### src/rtl/vermibus_arbiter.sv
// -----------------------------------------------------------------------------
// vermibus_arbiter
//   Round-robin arbiter sharing one Vermibus target between NUM_REQ requesters.
//   One requester is granted at a time for one complete valid/ready transaction.
//   While granted, its request is forwarded combinationally to the target and the
//   target response is returned.
//
// Parameters
//   NUM_REQ        number of requesters (2..8)
//   TIMEOUT_CYCLES watchdog limit in cycles (only with VERMIBUS_ARBITER_TIMEOUT_EN)
//
// Optional feature macro: VERMIBUS_ARBITER_TIMEOUT_EN
//   When defined, a stalled transaction is force-completed after TIMEOUT_CYCLES
//   BUSY cycles (req_ready forced, req_rdata = 0) and timeout_err latches until
//   reset. When undefined, timeout_err is tied low and BUSY waits indefinitely.
//
// Ports
//   clk, reset                       clock, asynchronous active-low reset
//   req_valid/address/wstrobe/wdata  flat requester request vectors (slice i)
//   req_ready                        per-requester ready (only granted index)
//   req_rdata                        read data broadcast to all requesters
//   tgt_valid/address/wstrobe/wdata  request forwarded to the target
//   tgt_ready, tgt_rdata             target response
//   grant                            registered one-hot grant, zero when idle
//   timeout_err                      sticky watchdog error flag
// -----------------------------------------------------------------------------
module vermibus_arbiter #(
  parameter int unsigned NUM_REQ        = 2,
  parameter int unsigned TIMEOUT_CYCLES = 1024
) (
  input  logic                  clk,
  input  logic                  reset,
  input  logic [NUM_REQ-1:0]    req_valid,
  input  logic [NUM_REQ*32-1:0] req_address,
  input  logic [NUM_REQ*4-1:0]  req_wstrobe,
  input  logic [NUM_REQ*32-1:0] req_wdata,
  output logic [NUM_REQ-1:0]    req_ready,
  output logic [31:0]           req_rdata,
  output logic                  tgt_valid,
  output logic [31:0]           tgt_address,
  output logic [3:0]            tgt_wstrobe,
  output logic [31:0]           tgt_wdata,
  input  logic                  tgt_ready,
  input  logic [31:0]           tgt_rdata,
  output logic [NUM_REQ-1:0]    grant,
  output logic                  timeout_err
);

  localparam int unsigned IW = (NUM_REQ > 1) ? $clog2(NUM_REQ) : 1;

  if (NUM_REQ < 2 || NUM_REQ > 8 || TIMEOUT_CYCLES < 2) begin : g_param_check
    $error("vermibus_arbiter: unsupported parameter values");
  end

  typedef enum logic {IDLE, BUSY} state_t;

  state_t             r_state;
  logic [NUM_REQ-1:0] r_grant;
  logic [IW-1:0]      r_ptr;    // last granted index; equals the granted index in BUSY

  logic               w_busy;
  logic               w_cur_valid;
  logic               w_force;
  logic               w_done;
  logic               w_load;
  logic [NUM_REQ-1:0] w_mask;
  logic               w_hit;
  logic [IW-1:0]      w_sel;
  logic [NUM_REQ-1:0] w_sel_oh;
  int unsigned        w_idx;

  assign w_busy      = (r_state == BUSY);
  assign w_cur_valid = w_busy && req_valid[r_ptr];

  // Because r_ptr tracks the grant, the scan always starts at r_ptr+1, both for
  // fresh arbitration in IDLE and for re-arbitration on completion in BUSY.
  assign w_mask = w_busy ? (req_valid & ~r_grant) : req_valid;

  always_comb begin
    w_hit = 1'b0;
    w_sel = '0;
    w_idx = 0;
    for (int unsigned k = 1; k <= NUM_REQ; k++) begin
      w_idx = (32'(r_ptr) + k) % NUM_REQ;
      if (!w_hit && w_mask[w_idx[IW-1:0]]) begin
        w_hit = 1'b1;
        w_sel = w_idx[IW-1:0];
      end
    end
  end

  assign w_sel_oh = NUM_REQ'(1) << w_sel;
  assign w_done   = w_cur_valid && (tgt_ready || w_force);
  assign w_load   = w_hit && (!w_busy || w_done);

  assign tgt_valid   = w_cur_valid;
  assign tgt_address = w_busy ? req_address[{r_ptr, 5'b0} +: 32] : '0;
  assign tgt_wstrobe = w_busy ? req_wstrobe[{r_ptr, 2'b0} +: 4]  : '0;
  assign tgt_wdata   = w_busy ? req_wdata[{r_ptr, 5'b0} +: 32]   : '0;

  assign req_ready = r_grant & {NUM_REQ{tgt_ready | w_force}};
  assign req_rdata = w_force ? '0 : tgt_rdata;
  assign grant     = r_grant;

`ifdef VERMIBUS_ARBITER_TIMEOUT_EN
  localparam int unsigned CW = $clog2(TIMEOUT_CYCLES) + 1;
  logic [CW-1:0] r_cnt;
  logic          r_terr;

  assign w_force     = w_cur_valid && !tgt_ready && (r_cnt == CW'(TIMEOUT_CYCLES - 1));
  assign timeout_err = r_terr;
`else
  assign w_force     = 1'b0;
  assign timeout_err = 1'b0;
`endif

  always_ff @(posedge clk or negedge reset) begin
    if (!reset) begin
      r_state <= IDLE;
      r_grant <= '0;
      r_ptr   <= IW'(NUM_REQ - 1);
`ifdef VERMIBUS_ARBITER_TIMEOUT_EN
      r_cnt   <= '0;
      r_terr  <= 1'b0;
`endif
    end else begin
      case (r_state)
        IDLE: begin
          if (w_hit) begin
            r_state <= BUSY;
            r_grant <= w_sel_oh;
            r_ptr   <= w_sel;
          end
        end
        BUSY: begin
          if (w_done) begin
            if (w_hit) begin
              r_grant <= w_sel_oh;
              r_ptr   <= w_sel;
            end else begin
              r_state <= IDLE;
              r_grant <= '0;
            end
          end else if (!w_cur_valid) begin
            // requester withdrew without completing: release the target
            r_state <= IDLE;
            r_grant <= '0;
          end
        end
        default: begin
          r_state <= IDLE;
          r_grant <= '0;
        end
      endcase
`ifdef VERMIBUS_ARBITER_TIMEOUT_EN
      if (w_load)
        r_cnt <= '0;
      else if (w_cur_valid && !tgt_ready)
        r_cnt <= r_cnt + 1'b1;
      if (w_force)
        r_terr <= 1'b1;
`endif
    end
  end

endmodule

### config.mk
export PLATFORM = sky130hd
export DESIGN_NAME = vermibus_arbiter
export DESIGN_NICKNAME = d
export VERILOG_FILES = /design/src/rtl/vermibus_arbiter.sv
export SDC_FILE = /design/constraint.sdc
export NUM_CORES = 1
export LEC_CHECK = 0
export CORE_AREA = 2 2 109 111
export CTS_CLUSTER_DIAMETER = 100
export DETAILED_ROUTE_END_ITERATION = 8
export DIE_AREA = 0 0 111 113
export RECOVER_POWER = 50
export SYNTH_ARGS = -nofsm -noshare
export SYNTH_HDL_FRONTEND = slang
export SYNTH_SLANG_ARGS = --single-unit
### constraint.sdc
create_clock -name clk -period 1.45 [get_ports clk]
set_input_delay 0.3625 -clock clk [delete_from_list [all_inputs] [get_ports clk]]
set_output_delay 0.3625 -clock clk [all_outputs]
set_load 0.005 [all_outputs]
## After elaboration in Yosys (flattened, before gate mapping)

Cells that the tools add are included.

| cells by class | value |
|---|---|
| $add $sub $neg | 2 |
| bitwise gates (word level) | 4 |
| reductions and logical operators | 5 |
| shift operators | 4 |
| $lt $le $gt $ge | 3 |
| equal/unequal tests | 3 |
| muxes and demuxes | 26 |

Operator list:

| operator | count |
|---|---|
| 64-bit by 7-bit indexed part select with 32-bit output | 2 |
| 32-bit two-way mux | 2 |
| 1-bit two-way mux | 15 |
| 2-bit two-way mux | 5 |
| 8-bit by 4-bit indexed part select with 4-bit output | 1 |
| 1-bit by 2-bit < comparator with 1-bit output (second input constant) | 3 |
| 2-bit bitwise AND | 2 |
| 4-bit two-way mux | 1 |
| 1-bit one-hot mux with 2 select lines | 2 |
| 2-bit one-hot mux with 2 select lines | 1 |
| 1-bit logical AND | 3 |
| 3-bit by 2-bit inequality test with 1-bit output (second input constant) | 1 |
| 1-bit adder (second input constant) | 2 |
| 2-bit by 1-bit inequality test with 1-bit output (second input constant) | 1 |
| 2-bit inequality test (second input constant) | 1 |
| 2-bit NOT | 1 |
| 2-bit AND reduction | 1 |
| 1-bit by 1-bit << shifter with 2-bit output (first input constant) | 1 |
| 1-bit logical NOT | 1 |
| 1-bit NOT | 1 |

| storage, ports and cells | value |
|---|---|
| input bits | 173 |
| output and inout port bits | 106 |
| word-level logic and storage cells | 50 |
| bits in registers | 4 |

## Longest topological paths before layout

| logic depth | value |
|---|---|
| word-level depth | 13 |
| mapped depth | 5 |
| mapped depth without buffers | 4 |

## Worst setup path after synthesis

Ideal clock, no wire load.

| path | value |
|---|---|
| path kind | flip-flop to output port |
| start | register r_ptr |
| end | output tgt_wdata[22] |
| path buffers | 3 |
| cell stages (with the launch flop) | 6 |
| required time | 1,087 ps |
| arrival time | 1,187 ps |
| setup slack | -100 ps |
| cells stage by stage | dfstp_2 buf_4 buf_6 buf_6 mux2i_1 nor2b_1 |

| on the way | value |
|---|---|
| word-level cells in the longest chain between the ends | 2 |

Ends and longest elaborated chain:

| item | RTL line | RTL |
|---|---|---|
| start: declaration | 59 | `logic [IW-1:0] r_ptr;` |
| start signal: assignment | 121 | `r_ptr <= IW'(NUM_REQ - 1);` |
| start signal: assignment | 132 | `r_ptr <= w_sel;` |
| start signal: assignment | 139 | `r_ptr <= w_sel;` |
| 64-bit by 7-bit indexed part select with 32-bit output | 99 | `assign tgt_wdata = w_busy ? req_wdata[{r_ptr, 5'b0} +: 32] : '0;` |
| 32-bit two-way mux | 99 |  |
| end: declaration | 42 | `output logic [31:0] tgt_wdata,` |

Every way passes these cells.

## Worst setup path in the final report

| path | value |
|---|---|
| start | register r_ptr |
| end | output tgt_valid |

| on the way | value |
|---|---|
| word-level cells in the longest chain between the ends | 3 |

Ends and longest elaborated chain:

| item | RTL line | RTL |
|---|---|---|
| 1-bit two-way mux (not written as such) (2 in a row) | 73 | `assign w_cur_valid = w_busy && req_valid[r_ptr];` |
| 1-bit logical AND | 73 |  |
| end: declaration | 39 | `output logic tgt_valid,` |

Every way passes these cells. The select of a mux whose other input is x is not followed.

==> results by group <==
Logic synthesis
  • Gate count after technology mapping: 219
  • Average cell area after synthesis: 7.96 um^2
  • Commonest register cell after synthesis: sky130_fd_sc_hd__dfrtp_1
  • Synth cell types: 25
  • Top post-synthesis cells by area: sky130_fd_sc_hd__mux2i_1 (40%), sky130_fd_sc_hd__nor2b_1 (24%), sky130_fd_sc_hd__buf_4 (17%)
  • Yosys top cell area share: 40.2%
  • Sequential-to-total area share from yosys stat: 5.81%
  • Number of enable-type register cells in the synthesized netlist: 0
  • Cell type with the highest aggregate area in the netlist: sky130_fd_sc_hd__mux2i_1
  • Count of state elements after synthesis: 4
  • Ys async rst share: 100%
  • Cell area after technology mapping: 0.00174 mm^2
  • Number of warning messages in the yosys log: 0
  • Total nets after synthesis: 392

Timing
  • Final setup violation count: 72
  • Final Hold Violating Endpoints: 0
  • Clock tree skew after final layout: 0.00112 ns
  • Final worst path period need: 2.03 ns
  • Unrepaired setup endpoints after global routing: true
  • Fmax achieved: 0.491 GHz
  • Share of the cycle needed by the critical path after routing: 140%
  • Final worst slack: -0.585 ns
  • Summed negative setup slack over all endpoints: -35.29 ns
  • Final number of max-transition violations: 0

Clock tree
  • Clock sinks: 4
  • Clock H-tree levels: 1
  • Cell chosen for the clock root: sky130_fd_sc_hd__clkbuf_16
  • Worst-skew pair later-pin latency: 0.23 ns
  • Maximum number of buffers from clock root to sink: 2
  • Clock buffers created by TritonCTS: 3
  • TritonCTS clock tree: yes
  • Post-CTS clock slew at the launch and capture registers of the worst setup and hold paths: 0.03 ns
  • Post-CTS Hold Fix Bufs: 0

Power and ir drop
  • Power dissipated by switching net loads: 0.00227 W
  • Combinational cell fraction of total power: 88.6%
  • Power density normalized to cell area: 1480 mW/mm^2
  • Peak ir drop on the vdd network: 0.715 mV
  • Internal: 0.00390 W
  • Lkg Pwr: 1.87 nW
  • Fraction of power spent switching nets: 36.8%
  • Power consumption: 0.00617 W
  • Portion of total power attributed to the clock network: 7.4%
  • Sequential fraction of design power: 4.0%

GRT
  • Vias in the first global route: 2450
  • Met3 usage in global routing: 3.80%
  • Most Crowded Layer GR: met2
  • Maximum number of pins on one net before global-route repair: 35
  • Met2 Resource Use GR: 24.7%
  • GRT Residual Overflow: 0
  • Met1 Use GR: 13.8%
  • Global-route wire length before repair: 12.9 mm
  • GRT Overall Usage: 13.1%
  • Initial antenna violation count: 0

Critical path
  • Critical path required time: 1.09 ns
  • Highest net fanout along the worst path: 5
  • Type of the worst setup path: register to output port
  • Kind of end point of the critical path: output port
  • Worst Setup Start Kind: register
  • Crit path DAT: 1.67 ns
  • Count of cells along the worst register-to-register path: 9

Detailed routing
  • Iteration count of the initial detailed-routing pass: 4
  • Post-DR wirelength/cell: 15.1 um
  • Number of vias per cell after detailed routing: 4.05
  • Total number of vias: 2336
  • Routed WL: 8.72 mm
  • Violation count after the first detailed-route iteration: 56
  • DRC violations left: 0
  • Detail Route Antenna Nets: 0

Placed design
  • Sum of net half-perimeters after detailed placement: 6.35 mm
  • Total of buffers placed on input and output ports: 213
  • DP Area: 0.00387 mm^2
  • Routability congestion estimate from global placement: 0.741
  • Cell count after placement: 541

Finish
  • Fraction of the core area covered by cells at the end of the flow: 36.9%
  • Highest-count cells in the layout ignoring fill and taps: sky130_fd_sc_hd__clkdlybuf4s50_1 (138), sky130_fd_sc_hd__buf_2 (69), sky130_fd_sc_hd__nor2b_1 (68)
  • Leading cell type in the layout, fill and taps excluded: sky130_fd_sc_hd__clkdlybuf4s50_1
  • Number of diodes added for antenna fixing: 0
  • Number of nets in the layout: 608
  • Cell Count, Final, Fillers Out: 577
  • Final design area excluding fillers: 0.00416 mm^2
  • Area growth from synthesis to layout: 139%
  • Share of final-layout standard cells stronger than drive strength 1: 31.3%

Die
  • Floorplan core area: 0.0113 mm^2
  • Die Ht: 113 um
  • Floorplan die area: 0.0125 mm^2
  • Width of the chip: 111 um
  • Starting utilization of the core area: 15.5%
  • Cell row count: 39
  • I/O pin total: 279

Outcome
  • Outcome: finished with violations
  • Violations in the final reports: negative setup slack

Flow run
  • MaxCap Viol Count: 0

Min path
  • Hold WC Path Type: input port to asynchronous set/reset pin
==> timing repair <==
item,4_1_cts,5_1_grt
pin swaps,0,2
buffers inserted,22,6
gates cloned,8,0
gates resized for setup,305,14
setup endpoints to repair,75,73
==> worst paths after layout <==
| check | end | slack, ns | from |
|---|---|---|---|
| worst max-delay path | tgt_valid | -0.58 | r_ptr |
| worst max register to register | grant[0] | -0.42 | r_ptr |
| max in group asynchronous | r_ptr | 0.80 | reset |
| worst min-delay path | grant[1] | 0.41 | reset |
| min in group clk | grant[0] | 0.72 | tgt_ready |
| worst min register to register | grant[0] | 0.75 | grant[0] |
==> Yosys cell counts (2+ instances only) <==
cell type / number
sky130_fd_sc_hd__clkbuf_1: 7
sky130_fd_sc_hd__mux2i_1: 70
sky130_fd_sc_hd__o211ai_2: 2
sky130_fd_sc_hd__nand2_1: 5
sky130_fd_sc_hd__a21oi_1: 2
sky130_fd_sc_hd__dfrtp_1: 3
sky130_fd_sc_hd__and2_1: 3
sky130_fd_sc_hd__nand2b_1: 2
sky130_fd_sc_hd__nand3_1: 3
sky130_fd_sc_hd__buf_6: 2
sky130_fd_sc_hd__nor2b_1: 68
sky130_fd_sc_hd__buf_4: 39
==> through the flow <==
| step | setup slack [ns] | hold slack [ns] |
|---|---|---|
| global route | -0.649 | 0.433 |
| detailed placement | -0.613 | 0.593 |
| floorplan | -0.0565 | 0.0669 |
| finish | -0.585 | 0.411 |
| global placement | -0.609 | 0.587 |
| CTS | -0.630 | 0.349 |
==> critical path, cell delays in order, from the launching register on <==
cell	delay [ns]
sky130_fd_sc_hd__dfstp_4	0.62
sky130_fd_sc_hd__buf_12	0.12
sky130_fd_sc_hd__buf_4	0.10
sky130_fd_sc_hd__buf_6	0.10
sky130_fd_sc_hd__mux2i_4	0.28
sky130_fd_sc_hd__nor2b_2	0.08
sky130_fd_sc_hd__buf_2	0.14
==> final cells by class <==
type	instances	area [um^2]
Multi-Input combinational cell	165	1370
Timing Repair Buffer	260	2420
Clock buffer	4	78.8
Sequential cell	4	106
Inverter	1	3.75
Tap cell	143	179
Fill cell	1172	7110
==> logic make-up after synthesis <==
| logic type | after synthesis | synth area share (%) |
|---|---|---|
| simple gates | 84 | 29.2 |
| mux | 70 | 40.2 |
| buf+inv | 50 | 20.1 |
| compound gates | 10 | 4.45 |
| flops | 4 | 5.81 |
| other cells | 1 | 0.215 |
==> power groups by stage <==
stage                     Sequential [W]  Clock, W  Combinational [W]
after global routing            0.000257  0.000469            0.00589
after CTS                       0.000256  0.000461            0.00567
after floorplan                 0.000218         0            0.00231
after detailed placement        0.000278         0            0.00464
after global placement          0.000276         0            0.00460
final                           0.000247  0.000453            0.00547
==> flip-flops by register name, summed over array words and instances, names as in the netlist <==
signal	count
r_ptr	1
r_state	1
grant	2
==> per-layer routing <==
metal / vias up / part of all wire (%)
met5: - / 0
li1: 1134 / -
met2: 121 / 53
met4: 0 / 2.5
met1: 1059 / 37
met3: 22 / 7.4
(Power assumes the default switching activity.)
